<file path="config.mk">
export PLATFORM = sky130hd
export DESIGN_NAME = bpf_phase_ctrl
export DESIGN_NICKNAME = d
export VERILOG_FILES = /design/src/rtl/bpf_phase_ctrl.sv
export SDC_FILE = /design/constraint.sdc
export NUM_CORES = 1
export LEC_CHECK = 0
export CORE_MARGIN = 3
export CORE_UTILIZATION = 60
export CTS_BUF_LIST = sky130_fd_sc_hd__clkbuf_8
export CTS_CLUSTER_SIZE = 20
export DETAILED_ROUTE_END_ITERATION = 8
export HOLD_SLACK_MARGIN = 0.15
export PLACE_DENSITY = 0.95
export SLEW_MARGIN = 5
export SYNTH_ARGS = -nofsm -noshare
export SYNTH_HDL_FRONTEND = slang
export SYNTH_SLANG_ARGS = --single-unit
</file>
<file path="constraint.sdc">
create_clock -name iCLK -period 9.6 [get_ports iCLK]
set_clock_uncertainty 0.2 [all_clocks]
set_input_delay 1.44 -clock iCLK [delete_from_list [all_inputs] [get_ports iCLK]]
set_output_delay 1.44 -clock iCLK [all_outputs]
set_load 0.05 [all_outputs]
</file>
<file path="src/rtl/bpf_phase_ctrl.sv">
// Instruction-phase sequencer for the BPF core: one-hot IF/ID/AL/EX/WB
// enables on the core clock, with wait states, halt, step, limit and faults.
module bpf_phase_ctrl #(
    parameter int CNT_W      = 32,
    parameter int WAIT_W     = 4,
    parameter int MAX_WAIT   = 15,
    parameter int INSN_LIMIT = 4096
) (
    input  logic             iCLK,
    input  logic             iRST,
    input  logic             iRUN,
    input  logic             iSTEP,
    input  logic             iCLR,
    input  logic             iMEM_RDY,
    input  logic             iRET,
    output logic             oEN_IF,
    output logic             oEN_ID,
    output logic             oEN_AL,
    output logic             oEN_EX,
    output logic             oEN_WB,
    output logic             oPC_INC,
    output logic             oBUSY,
    output logic             oHALTED,
    output logic             oFAULT,
    output logic [1:0]       oFAULT_CODE,
    output logic [CNT_W-1:0] oINSN_CNT
);

    typedef enum logic [2:0] {
        S_IDLE, S_IF, S_ID, S_AL, S_EX, S_WB, S_HALT, S_FAULT
    } state_t;

    localparam logic [WAIT_W-1:0] WAIT_MAX  = WAIT_W'(MAX_WAIT);
    localparam logic [CNT_W-1:0]  CNT_LIMIT = CNT_W'(INSN_LIMIT);

    state_t             state;
    logic               run_q;
    logic [WAIT_W-1:0]  wait_cnt;
    logic [CNT_W-1:0]   cnt;
    logic [1:0]         code;

    logic               start;
    logic [CNT_W-1:0]   cnt_inc;
    logic               limit_hit;

    assign start     = iRUN & ~run_q;
    assign cnt_inc   = (&cnt) ? cnt : cnt + 1'b1;
    assign limit_hit = (cnt_inc == CNT_LIMIT);

    always_ff @(posedge iCLK or negedge iRST) begin
        if (!iRST) begin
            state    <= S_IDLE;
            run_q    <= 1'b0;
            wait_cnt <= '0;
            cnt      <= '0;
            code     <= 2'b00;
        end else begin
            run_q <= iRUN;
            if (iCLR) begin
                state    <= S_IDLE;
                wait_cnt <= '0;
                cnt      <= '0;
                code     <= 2'b00;
            end else begin
                unique case (state)
                    S_IDLE: if (start) state <= S_IF;
                    S_IF: begin
                        if (iMEM_RDY) begin
                            state    <= S_ID;
                            wait_cnt <= '0;
                        end else if (wait_cnt == WAIT_MAX) begin
                            state    <= S_FAULT;
                            wait_cnt <= '0;
                            code     <= 2'b01;
                        end else begin
                            wait_cnt <= wait_cnt + 1'b1;
                        end
                    end
                    S_ID: state <= S_AL;
                    S_AL: state <= S_EX;
                    S_EX: state <= S_WB;
                    S_WB: begin
                        cnt <= cnt_inc;
                        // RET wins over the limit when both land on one WB
                        if (iRET) begin
                            state <= S_HALT;
                        end else if (limit_hit) begin
                            state <= S_FAULT;
                            code  <= 2'b10;
                        end else if (iSTEP) begin
                            state <= S_IDLE;
                        end else begin
                            state <= S_IF;
                        end
                    end
                    S_HALT:  state <= S_HALT;
                    S_FAULT: state <= S_FAULT;
                    default: state <= S_IDLE;
                endcase
            end
        end
    end

    assign oEN_IF      = (state == S_IF);
    assign oEN_ID      = (state == S_ID);
    assign oEN_AL      = (state == S_AL);
    assign oEN_EX      = (state == S_EX);
    assign oEN_WB      = (state == S_WB);
    assign oPC_INC     = (state == S_WB) & ~iRET & ~limit_hit;
    assign oBUSY       = oEN_IF | oEN_ID | oEN_AL | oEN_EX | oEN_WB;
    assign oHALTED     = (state == S_HALT);
    assign oFAULT      = (state == S_FAULT);
    assign oFAULT_CODE = code;
    assign oINSN_CNT   = cnt;

endmodule

</file>
==> results.py <==
metrics = {
    "synthesis": {
        "yosysTopAreaCell": "dfrtp_1",
        "synth.avg_cell_area_sq_um": 8.09,
        "async_flop_share_pct": 100,
        "synth.distinct_cells": 62,
        "yosys.area.top_type_share_pct": 34.1,
        "synth-edff-count": 0,
        "synth.area.top_cells": "dfrtp_1 34%, nor2_1 9.1%, xnor2_1 6.0%",
        "postSynthCellCount": 381,
        "ys_seq_area_share_pct": 34.1,
        "ys_warn_count": 0,
        "syn_area_sq_mm": 0.00308,
        "ys_seq_elements": 42,
        "synth-main-ff-cell": "dfrtp_1",
        "syn_nets": 390,
    },
    "power_and_ir_drop": {
        "p_int_w": 0.000269,
        "p_switching_w": 0.0000976,
        "pwr-share-clk_pct": 37.5,
        "power.density_mw_per_mm2": 101,
        "p_seq_share_pct": 50.1,
        "pwr-share-comb_pct": 12.4,
        "p_leak_nw": 1.38,
        "swShare_pct": 26.6,
        "peakVddDrop_uv": 57.4,
    },
    "sta": {
        "finalHoldWorstSlack_ns": 0.371,
        "fmax_mhz": 177,
        "drv_slew": 0,
        "tns_ns": 0,
        "relSlewSlack_pct": 26.0,
        "hold_viol_final": 0,
        "rsz0062_at_grt": "false",
        "min_period_ns": 5.64,
        "setup-violations-final": 0,
        "tightest_slew_ns": 1.11,
        "setup_slack_ns": 3.96,
        "fin_crit_sh_pct": 58.7,
    },
    "finish": {
        "fillers": 379,
        "area_growth_pct": 17.7,
        "final_util_pct": 74.8,
        "seqCellArea_sq_mm": 0.00105,
        "n_antenna_cell": 0,
        "nNetsFinal": 425,
        "multi_input_area_sq_mm": 0.00186,
        "drive_above_1_share_pct": 6.71,
    },
    "setup_path": {
        "path_delay_family": "simple AND/OR/NAND/NOR gates",
        "regToRegSetupSlack_ns": 6.20,
        "worstSetupPathType": "flip-flop to output port",
        "reg2reg_depth": 8,
        "worst-path-max-fanout": 9,
        "startpoint_type": "flip-flop",
        "crit_cells": 9,
        "required_ns": 7.96,
        "slowest_delay_ns": 0.72,
        "endpoint_kind": "output port",
        "worst-path-buf-inv": 1,
        "r2r-start": "oINSN_CNT[7]$_DFFE_PN0N_",
        "rr_endpoint": "state[1]$_DFFE_PN0P_",
        "cp_slowest_cell": "or4_1",
        "crit_chain": "nand3_2 -> or4_1 -> or4_4 -> a211oi_1 -> a31oi_1 -> nor4b_2 -> and4_1 -> nor2_1 -> clkdlybuf4s50_1",
        "crit_arrival_ns": 4.00,
    },
    "die": {
        "die_y_microns": 77.7,
        "design.portCount": 50,
        "core_sq_mm": 0.00485,
        "num_rows": 25,
        "die_width_microns": 77.7,
        "dieArea_sq_mm": 0.00603,
        "start_util_pct": 63.5,
    },
    "global_route": {
        "grt_max_degree": 43,
        "grt_usage_pct": 29.6,
        "grt_pass1_vias": 2929,
        "grt_overflow": 0,
        "antenna_found_initial": 0,
        "grt_pass1_wl_mm": 14.3,
    },
    "run_status": {
        "run_status": "finished, final reports clean",
    },
    "route": {
        "drt_iter0_drc": 319,
        "totalWireLength_mm": 8.60,
        "vias_per_cell": 6.41,
        "drtAntennaViolNets": 0,
        "drc_errors": 0,
        "drtPass1Iterations": 5,
        "routedWlPerCell_microns": 17.8,
        "vias": 3103,
    },
    "clock_network": {
        "cts_setup_buffers": 0,
        "cts_resized": 0,
        "holdBufCountCts": 0,
        "cts.sinks": 42,
        "insertion_delay_ns": 0.31,
        "root_buffer": "clkbuf_8",
        "cts_buffer_depth": 2,
        "numCtsBuffers": 5,
        "cts.clk_slew.worst_paths_ns": 0.08,
        "cts-htree-levels": 2,
        "cts_tree": "yes",
    },
    "placed_design": {
        "routabilityCongestion": 1.02,
        "port_buffers": 49,
        "post-dp-hpwl_mm": 6.29,
        "place_ws_ns": 4.38,
    },
    "hold_path": {
        "holdPathEnd": "oFAULT_CODE[1]$_DFFE_PN0P_",
        "worst_hold_startpoint": "oFAULT_CODE[1]$_DFFE_PN0P_",
        "hold_depth": 2,
        "hold_class": "flip-flop to flip-flop",
    },
    "flow_run": {
        "maxCapViolations": 0,
    },
}
-- cells by family (layout without fill, tap and decap cells) --
kind of cell | Yosys count | count (layout) | synth area share, %
adder cells (fa/ha/maj) | 2 | 2 | 0.812
AO/OA/AOI/OAI | 48 | 48 | 10.2
AND/OR/NAND/NOR | 221 | 221 | 38.4
flip-flops | 42 | 42 | 34.1
XOR/XNOR | 34 | 34 | 9.67
buffers and inverters | 30 | 66 | 5.44
multiplexers | 4 | 4 | 1.34
-- metal layers --
| metal | vias to the layer above | track usage (%) | routed length, microns |
|---|---|---|---|
| met1 | 1461 | 38.6 | 3530 |
| met2 | 182 | 48.1 | 4060 |
| li1 | 1428 | - | - |
| met5 | - | 0 | 0 |
| met4 | 0 | 12.3 | 251 |
| met3 | 32 | 5.34 | 755 |
-- state kept, by name, indices dropped and copies added, names as in the netlist --
signal	count
oINSN_CNT	32
wait_cnt	4
state	3
run_q	1
oFAULT_CODE	2
-- worst min-delay path, delay by kind of cell (launching register included) --
family	cells	cell delay, ns
DFF	1	0.39
and+or+nand+nor	1	0.07
AOI/OAI and AO/OA	1	0.07
-- cells in the final DEF (no fill, tap or decap), types with 4 or more instances in the layout --
cell	count
nor2_1	75
clkdlybuf4s50_1	48
dfrtp_1	42
nand2_1	31
nand3_1	24
xnor2_1	21
nand4_1	17
a21oi_1	16
xor2_1	13
inv_1	10
nor3_1	9
and3_1	8
or3_1	7
and4_1	7
o21ai_0	7
a31oi_1	5
clkbuf_8	5
and2_1	4
and3_2	4
nor4_1	4
-- synth_stat cells (all sizes together), types with 2 or more instances --
master,number
and3b,2
o31ai,2
nor4,5
dfrtp,42
mux2i,3
xor2,13
a21oi,16
nand2,31
and3,12
nand2b,3
and2,5
or4,2
nand3b,3
clkbuf,12
or2,3
nor3b,3
or3,8
nand4,17
nand3,26
nor3,9
a211oi,4
nor2,75
o311ai,2
xnor2,21
ha,2
o21ai,7
o41ai,2
and4,9
a31oi,5
a311oi,2
inv,8
buf,10
-- area by class of cell --
type	count	area share [%]
multi-input combinational	309	51.3
sequential	42	29.0
timing repair buffer	50	13.6
tap	67	2.31
clock buffer	5	1.90
clock inverter	3	1.04
inverter	8	0.828
-- through the flow --
stage / std cells / total power, W / cell area (sq um)
2_1_floorplan: 381 / 0.000218 / 3080
3_3_place_gp: 476 / 0.000232 / 3520
3_5_place_dp: 476 / 0.000233 / 3520
4_1_cts: 484 / 0.000369 / 3630
5_1_grt: 484 / 0.000383 / 3630
6_report: 484 / 0.000367 / 3630
-- power groups by stage --
stage / Sequential [W] / Clock [W] / Combinational [W]
CTS: 0.000184 / 0.000140 / 0.0000456
detailed placement: 0.000187 / 0 / 0.0000455
global route: 0.000185 / 0.000149 / 0.0000496
finish: 0.000184 / 0.000138 / 0.0000454
global placement: 0.000187 / 0 / 0.0000444
floorplan: 0.000185 / 0 / 0.0000321
-- how the worst max path moves through the flow --
stage	start	endpoint	slack (ns)
after floorplan	oINSN_CNT[7]$_DFFE_PN0N_	oPC_INC	4.66
after detailed placement	oINSN_CNT[7]$_DFFE_PN0N_	oPC_INC	4.38
after CTS	oINSN_CNT[7]$_DFFE_PN0N_	oPC_INC	4.04
final	oINSN_CNT[7]$_DFFE_PN0N_	oPC_INC	3.96
after global routing	oINSN_CNT[7]$_DFFE_PN0N_	oPC_INC	3.80
after global placement	oINSN_CNT[7]$_DFFE_PN0N_	oPC_INC	4.44
(Power assumes the default switching activity.)
